$ cat src/rtl/lcd_nibble_writer.sv
// lcd_nibble_writer
//   Physical-interface stage for a 16x2 character LCD driven in 4-bit mode.
//   After reset it runs the power-on nibble initialisation (0x3, 0x3, 0x3, 0x2)
//   on its own. It then accepts bytes from the upstream sequencer over a
//   valid/ready handshake and writes each one as two E-strobed nibbles,
//   high nibble first. The inter-nibble and post-byte waits are inserted here,
//   so upstream logic never has to count LCD timing.
//
// Ports
//   clk        system clock
//   rst_n      synchronous active-low reset
//   cmd_valid  upstream byte available
//   cmd_ready  block accepts a byte this cycle (high only in IDLE)
//   cmd_rs     0 = instruction, 1 = data (DDRAM character)
//   cmd_data   byte to write
//   init_done  power-on init complete; stays set until reset
//   LCD_E      LCD enable strobe
//   LCD_RS     LCD register select
//   LCD_RW     LCD read/write, tied to write (0)
//   SF_D11..8  LCD data nibble (bit 7/3 .. bit 4/0)
module lcd_nibble_writer #(
  parameter int POWERON_WAIT = 750000,
  parameter int INIT_WAIT1   = 205000,
  parameter int INIT_WAIT2   = 5000,
  parameter int INIT_WAIT3   = 2000,
  parameter int E_HIGH       = 12,
  parameter int NIB_GAP      = 50,
  parameter int BYTE_GAP     = 2000,
  parameter int CLEAR_GAP    = 82000
) (
  input  logic       clk,
  input  logic       rst_n,
  input  logic       cmd_valid,
  output logic       cmd_ready,
  input  logic       cmd_rs,
  input  logic [7:0] cmd_data,
  output logic       init_done,
  output logic       LCD_E,
  output logic       LCD_RS,
  output logic       LCD_RW,
  output logic       SF_D11,
  output logic       SF_D10,
  output logic       SF_D9,
  output logic       SF_D8
);

  function automatic int max2(input int a, input int b);
    return (a > b) ? a : b;
  endfunction

  localparam int MAX_WAIT = max2(max2(max2(POWERON_WAIT, INIT_WAIT1),
                                      max2(INIT_WAIT2, INIT_WAIT3)),
                                 max2(max2(E_HIGH, NIB_GAP),
                                      max2(BYTE_GAP, CLEAR_GAP)));
  localparam int CW_NEED  = $clog2(MAX_WAIT + 1);
  localparam int CW       = (CW_NEED < 20) ? 20 : CW_NEED;

  typedef enum logic [3:0] {
    PWR_WAIT,
    INIT_SETUP,
    INIT_E,
    INIT_GAP,
    IDLE,
    HI_SETUP,
    HI_E,
    NIB_WAIT,
    LO_SETUP,
    LO_E,
    BYTE_WAIT
  } state_t;

  state_t        state;
  state_t        state_nxt;
  logic [CW-1:0] cnt;
  logic [CW-1:0] cnt_last;
  logic          cnt_done;
  logic [1:0]    init_idx;
  logic [1:0]    init_idx_nxt;
  logic [7:0]    byte_q;
  logic          rs_q;
  logic [3:0]    nib_out;
  logic          transfer;
  logic          is_clear;

  assign transfer = cmd_valid && cmd_ready;

  // Clear display (0x01) and return home (0x02) need the long post-byte wait.
  assign is_clear = !rs_q && ((byte_q == 8'h01) || (byte_q == 8'h02));

  // Last count value of the state currently being timed; the counter starts
  // at 0 on every state entry, so a state lasts (target) cycles.
  always_comb begin
    cnt_last = '0;
    case (state)
      PWR_WAIT:          cnt_last = CW'(POWERON_WAIT - 1);
      INIT_E, HI_E, LO_E: cnt_last = CW'(E_HIGH - 1);
      INIT_GAP: begin
        case (init_idx)
          2'd0:    cnt_last = CW'(INIT_WAIT1 - 1);
          2'd1:    cnt_last = CW'(INIT_WAIT2 - 1);
          default: cnt_last = CW'(INIT_WAIT3 - 1);
        endcase
      end
      NIB_WAIT:          cnt_last = CW'(NIB_GAP - 1);
      BYTE_WAIT:         cnt_last = is_clear ? CW'(CLEAR_GAP - 1) : CW'(BYTE_GAP - 1);
      default:           cnt_last = '0;
    endcase
  end

  assign cnt_done = (cnt == cnt_last);

  always_comb begin
    state_nxt    = state;
    init_idx_nxt = init_idx;
    case (state)
      PWR_WAIT:   if (cnt_done) state_nxt = INIT_SETUP;
      INIT_SETUP: state_nxt = INIT_E;
      INIT_E:     if (cnt_done) state_nxt = INIT_GAP;
      INIT_GAP: begin
        if (cnt_done) begin
          if (init_idx == 2'd3) begin
            state_nxt = IDLE;
          end else begin
            init_idx_nxt = init_idx + 2'd1;
            state_nxt    = INIT_SETUP;
          end
        end
      end
      IDLE:       if (transfer) state_nxt = HI_SETUP;
      HI_SETUP:   state_nxt = HI_E;
      HI_E:       if (cnt_done) state_nxt = NIB_WAIT;
      NIB_WAIT:   if (cnt_done) state_nxt = LO_SETUP;
      LO_SETUP:   state_nxt = LO_E;
      LO_E:       if (cnt_done) state_nxt = BYTE_WAIT;
      BYTE_WAIT:  if (cnt_done) state_nxt = IDLE;
      default:    state_nxt = PWR_WAIT;
    endcase
  end

  // Outputs are registered from the next state, so each pin reflects the
  // state it belongs to in the same cycle. Data/RS only change on entry to a
  // setup state, when E is already low, and then hold through the strobe.
  always_ff @(posedge clk) begin
    if (!rst_n) begin
      state     <= PWR_WAIT;
      cnt       <= '0;
      init_idx  <= 2'd0;
      init_done <= 1'b0;
      cmd_ready <= 1'b0;
      LCD_E     <= 1'b0;
      LCD_RS    <= 1'b0;
      nib_out   <= 4'h0;
    end else begin
      state    <= state_nxt;
      init_idx <= init_idx_nxt;
      if ((state_nxt != state) || (state == IDLE)) begin
        cnt <= '0;
      end else begin
        cnt <= cnt + CW'(1);
      end
      cmd_ready <= (state_nxt == IDLE);
      if ((state == INIT_GAP) && (state_nxt == IDLE)) begin
        init_done <= 1'b1;
      end
      LCD_E <= (state_nxt == INIT_E) || (state_nxt == HI_E) || (state_nxt == LO_E);
      case (state_nxt)
        INIT_SETUP: begin
          nib_out <= (init_idx_nxt == 2'd3) ? 4'h2 : 4'h3;
          LCD_RS  <= 1'b0;
        end
        HI_SETUP: begin
          nib_out <= cmd_data[7:4];
          LCD_RS  <= cmd_rs;
        end
        LO_SETUP: begin
          nib_out <= byte_q[3:0];
          LCD_RS  <= rs_q;
        end
        default: ;
      endcase
    end
  end

  // Byte latch: captured on the accepting cycle, later input changes ignored.
  always_ff @(posedge clk) begin
    if (transfer) begin
      byte_q <= cmd_data;
      rs_q   <= cmd_rs;
    end
  end

  assign LCD_RW = 1'b0;
  assign SF_D11 = nib_out[3];
  assign SF_D10 = nib_out[2];
  assign SF_D9  = nib_out[1];
  assign SF_D8  = nib_out[0];

endmodule

$ cat config.mk
export PLATFORM = sky130hd
export DESIGN_NAME = lcd_nibble_writer
export DESIGN_NICKNAME = d
export VERILOG_FILES = /design/src/rtl/lcd_nibble_writer.sv
export SDC_FILE = /design/constraint.sdc
export NUM_CORES = 1
export LEC_CHECK = 0
export CORE_MARGIN = 2
export CORE_UTILIZATION = 40
export DETAILED_ROUTE_END_ITERATION = 6
export GPL_TIMING_DRIVEN = 0
export PLACE_DENSITY = 0.69
export SYNTH_ARGS = -nofsm -noshare
export SYNTH_HDL_FRONTEND = slang
export SYNTH_SLANG_ARGS = --single-unit
$ cat constraint.sdc
create_clock -name clk -period 7.8 [get_ports clk]
set_input_delay 1.56 -clock clk [delete_from_list [all_inputs] [get_ports clk]]
set_output_delay 1.56 -clock clk [all_outputs]
set_load 0.01 [all_outputs]
Word-level counts from Yosys, hierarchy flattened
Index checks and enable logic that the tools add are counted.
- register bits after elaboration: 43
- bits of input ports: 12
- output and inout bits: 9
- word-level logic and storage cells: 69
- add/subtract/negate cells: 2
- eq/ne operators: 24
- mux-type cells: 19
- bitwise operators: 1
- reduce and logical (&&, ||, !) cells: 13
- operators with widths (cell ; number):
    $pmux 20 s5 ; 1
    $pmux 4 s11 ; 1
    $pmux 18 s2 ; 1
    $mux 4 ; 8
    $eq 4x3->1 const B ; 7
    $add 20x1->20 const B ; 1
    $eq 20x20->1 ; 1
    $eq 4x4->1 const B ; 5
    $mux 17 ; 1
    $eq 4x2->1 const B ; 3
    $pmux 4 s3 ; 1
    $eq 4x1->1 const B ; 2
    $eq 8x1->1 const B ; 1
    $eq 8x2->1 const B ; 1
    $mux 2 ; 3
    $eq 2x2->1 const B ; 2
    $logic_not 4->1 ; 1
    $logic_or 1x1->1 ; 4
    $ne 4x4->1 ; 1
    $logic_and 1x1->1 ; 3
    $mux 3 ; 1
    $pmux 1 s3 ; 1
    $reduce_bool 3->1 ; 1
    $reduce_or 3->1 ; 1
    other kinds (7) ; 7

Logic depth before layout (Yosys ltp)
- word-level depth: 11
- mapped depth: 14

Worst setup path after synthesis
No wires, ideal clock.
- path type: register -> register
- from: reg rs_q
- to: reg nib_out[1]
- setup time: 119 ps
- arrival: 2915 ps
- data required time: 7681 ps
- slack: 4766 ps
- cell stages (with the launch flop): 11
- path buffers: 0
- cells stage by stage: edfxtp_1 > nor4_2 > nand3_1 > a21bo_1 > nor4_1 > o21bai_1 > nor4_4 > mux2i_1 > nand2_1 > a211o_1 > o221a_2
- cells in the longest elaborated chain, start to end: 9
- elaborated cells between the ends (all ways): 18
- classes of those cells: eq/ne: 4; mux: 11; reduce/logical: 3
- RTL lines (what ; line ; text):
    start, declared ; 80 ; logic rs_q;
    start signal, assigned ; 188 ; rs_q <= cmd_rs;
    $logic_not 1->1 (*) ; 88 ; assign is_clear = !rs_q && ((byte_q == 8'h01) || (byte_q == 8'h02));
    $logic_and 1x1->1 (*) ; 88 ;
    $mux 17 (*) ; 105 ; BYTE_WAIT: cnt_last = is_clear ? CW'(CLEAR_GAP - 1) : CW'(BYTE_GAP - 1);
    $pmux 20 s5 (*) ; 94 ; case (state)
    $eq 20x20->1 (*) ; 110 ; assign cnt_done = (cnt == cnt_last);
    $mux 4 (tied with other cells) ; 135 ; BYTE_WAIT: if (cnt_done) state_nxt = IDLE;
    $pmux 4 s11 (*) ; 115 ; case (state)
    $eq 4x4->1 (tied with other cells) ; 166 ; case (state_nxt)
    $pmux 4 s3 / $reduce_bool 3->1 (equally long branches) ; -- ;
    end signal, assigned ; 168 ; nib_out <= (init_idx_nxt == 2'd3) ? 4'h2 : 4'h3;
    end signal, assigned ; 172 ; nib_out <= cmd_data[7:4];
    end signal, assigned ; 176 ; nib_out <= byte_q[3:0];
    end, declared ; 81 ; logic [3:0] nib_out;
Mark *: on every way between the ends. The rest lies on a longest branch, timed or not.
A chain may end at the register's enable or synchronous reset.

Final worst setup path
- from: reg state[2]
- to: reg nib_out[1]
- cells in the longest elaborated chain, start to end: 8
- elaborated cells between the ends (all ways): 28
- classes of those cells: eq/ne: 14; mux: 11; reduce/logical: 3
- RTL lines (what ; line ; text):
    start, declared ; 72 ; state_t state;
    start signal, assigned ; 154 ; state <= state_nxt;
    $eq 4x4->1 (tied with other cells) ; 94, 115 ;
    $reduce_or 3->1 ; 94 ;
    $pmux 20 s5 ; 94 ;
    $eq 20x20->1 ; 110 ;
    $mux 4 (tied with other cells) ; 135 ;
    $pmux 4 s11 (*) ; 115 ;
    $eq 4x4->1 (tied with other cells) ; 166 ;
    $pmux 4 s3 / $reduce_bool 3->1 (equally long branches) ; -- ;
Marks and branches as above.

==> metrics.cfg <==
[global_route]
overflow=0
grt_max_degree=15
grt_pass1_wl_um=10370
grt_util_all_layers_pct=17.72
first_global_vias=2195
antenna_found_initial=0

[clock_tree]
htreeDepth=2
clockRootBuffer=clkbuf_8
clock_sinks=43
path_clk_slew_ns=0.09
clk_latency_ns=0.30
cts_tree=yes
cts-buffers-inserted=5
cts_resized=0
clockBufferDepth=2
cts_hold_buf=0
postCtsSetupBuffers=0

[power]
finalPower_mw=0.4549
vdd_ir_drop_max_v=0.0001100
p_leak_nw=1.082
p_per_area_nw_per_um2=148.3

[route]
drt_first_pass_iters=5
drt_iter0_drc=267
drtAntennaViolNets=0
drc_errors=0
viasPerCell=5.708
vias=2426
drt_wl_total_um=6252
wl_per_cell_um=14.71

[worst_setup_path]
cp-start-kind=flop
rrSetupSlack_ns=4.05
cp-end-kind=flop
cp.arrival_ns=3.95
cp_max_fo=10
crit_type=flop to flop
worstPathRequired_ns=8.00

[yosys]
synth_most_common_cell=nor2_1
ys_async_sr_fraction_pct=0
ys_top_cells_by_area=dfxtp_1 (26%), edfxtp_1 (10%), nor2_1 (6.1%)
synth_area_um2=2645
synth_cell_types=63
synth_common_cells=nor2_1 (43), dfxtp_1 (34), nand2_1 (20)
syn-num-nets=334
ys_warn_count=0
synth_edf_count=9
synth_top_area_share_pct=25.73
yosysTopAreaCell=dfxtp_1
synthCells=321
avgSynthCellArea_um2=8.240
ys_seq_area_share_pct=35.95
synth_ff_type=dfxtp_1
ys_ff_latch=43

[placed_design]
place.gp.congestion=0.9292
hpwlAfterDp_um=4568
dp.cells=417
port_buffers=19
place_area_um2=2932

[sta]
finalSetupTns_ns=0
timing.fmax_mhz=266.9
post-route-period-util_pct=48.03
fin_skew_ns=0.006292
worst_slew_pin_slew_ns=0.7711
drv_slew=0
max_slew_margin_pct=47.92
period_needed_ns=3.746
setup-violations-final=0
rsz0062_at_grt=no
hold_violations=0

[final_layout]
final_area_um2=3068
fin_cells=425
nNetsFinal=360
antenna_cells=0
drive_gt1_share_pct=9.195
area_growth_pct=15.99

[floorplan]
die_h_um=85.32
core_area_um2=6386
io_pins=21
dieArea_um2=7279
die_width_um=85.32
start_util_pct=41.42
rows=29

[run_status]
outcome=finished, final reports clean

[worst_hold_path]
min_path_type=flop to flop

[job]
cap_violations=0

==> critical path, stage by stage (launching register included) <==
cell,delay (ns)
dfxtp_1,0.30
buf_2,0.18
buf_4,0.19
nor2_1,0.39
o21ai_1,0.24
mux2i_1,0.18
nor4_1,0.18
nand4b_1,0.22
nor4_4,0.50
mux2i_1,0.39
nand2_1,0.18
a211o_1,0.38
o221a_2,0.29
==> sequential cells by signal (all words and copies together), names as in the netlist <==
name and count:
rs_q 1, byte_q 8, cmd_ready 1, init_idx 2, init_done 1, cnt 20
state 4, nib_out 4, LCD_RS 1, LCD_E 1
==> cell usage in the layout (no fill, tap or decap), types with 5 or more instances in the layout <==
cell	n
buf_4	5
edfxtp_1	9
a21oi_1	16
clkbuf_8	5
dfxtp_1	34
xnor2_1	15
o21ai_0	10
nor2_1	43
xor2_1	11
nand2_1	20
clkbuf_1	10
a22oi_1	5
o22ai_1	5
nor3_1	9
nor4_1	5
a31oi_1	5
clkdlybuf4s50_1	19
nand3_1	15
inv_1	11
buf_2	7
mux2i_1	5
==> final timing paths <==
check | start | to | cells after the start
max | state[2] | nib_out[1] | 12
min | nib_out[3] | nib_out[3] | 2
max reg2reg | state[2] | nib_out[1] | 12
min reg2reg | nib_out[3] | nib_out[3] | 2
==> metrics by stage <==
stage / hold slack, ns / worst slack, ns / util, %
CTS: 0.4681 / 4.191 / 48.04
finish: 0.4675 / 4.054 / 48.04
detailed placement: 0.4492 / 4.098 / 45.91
global route: 0.4956 / 3.852 / 48.04
floorplan: 0.4714 / 4.766 / -
global placement: 0.4429 / 4.110 / 45.91
==> power by group <==
| group | switching, mW | internal, mW |
|---|---|---|
| Clock | 0.0801 | 0.128 |
| Combinational | 0.00860 | 0.00879 |
| Sequential | 0.00184 | 0.228 |
==> cell families (layout without fill, tap and decap cells) <==
group	Yosys count	after routing	share of synthesized area, %
xor gates and xnor gates	26	26	8.609
and+or+nand+nor	130	130	26.54
other	1	1	0.1418
adders and majority gates	1	1	0.4730
AOI/OAI and AO/OA	77	77	19.68
DFF	43	43	35.95
muxes	5	5	1.892
buffers and inverters	38	65	6.717
==> per-layer routing <==
| metal | track usage, % | routed length (um) |
|---|---|---|
| met3 | 2.918 | 416 |
| met4 | 8.081 | 198 |
| met2 | 27.56 | 2843 |
| met1 | 24.07 | 2793 |
| met5 | 0 | 0 |
==> layout make-up <==
cell class,count,area [um2]
Buffer,23,121.4
Clock buffer,5,68.82
Clock inverter,3,67.56
Fill cell,610,3318
Inverter,15,56.30
Multi-Input combinational cell,240,1516
Sequential cell,43,950.9
Tap cell,77,96.34
Timing Repair Buffer,19,190.2
Note: power is estimated with default switching activity, not from simulation.
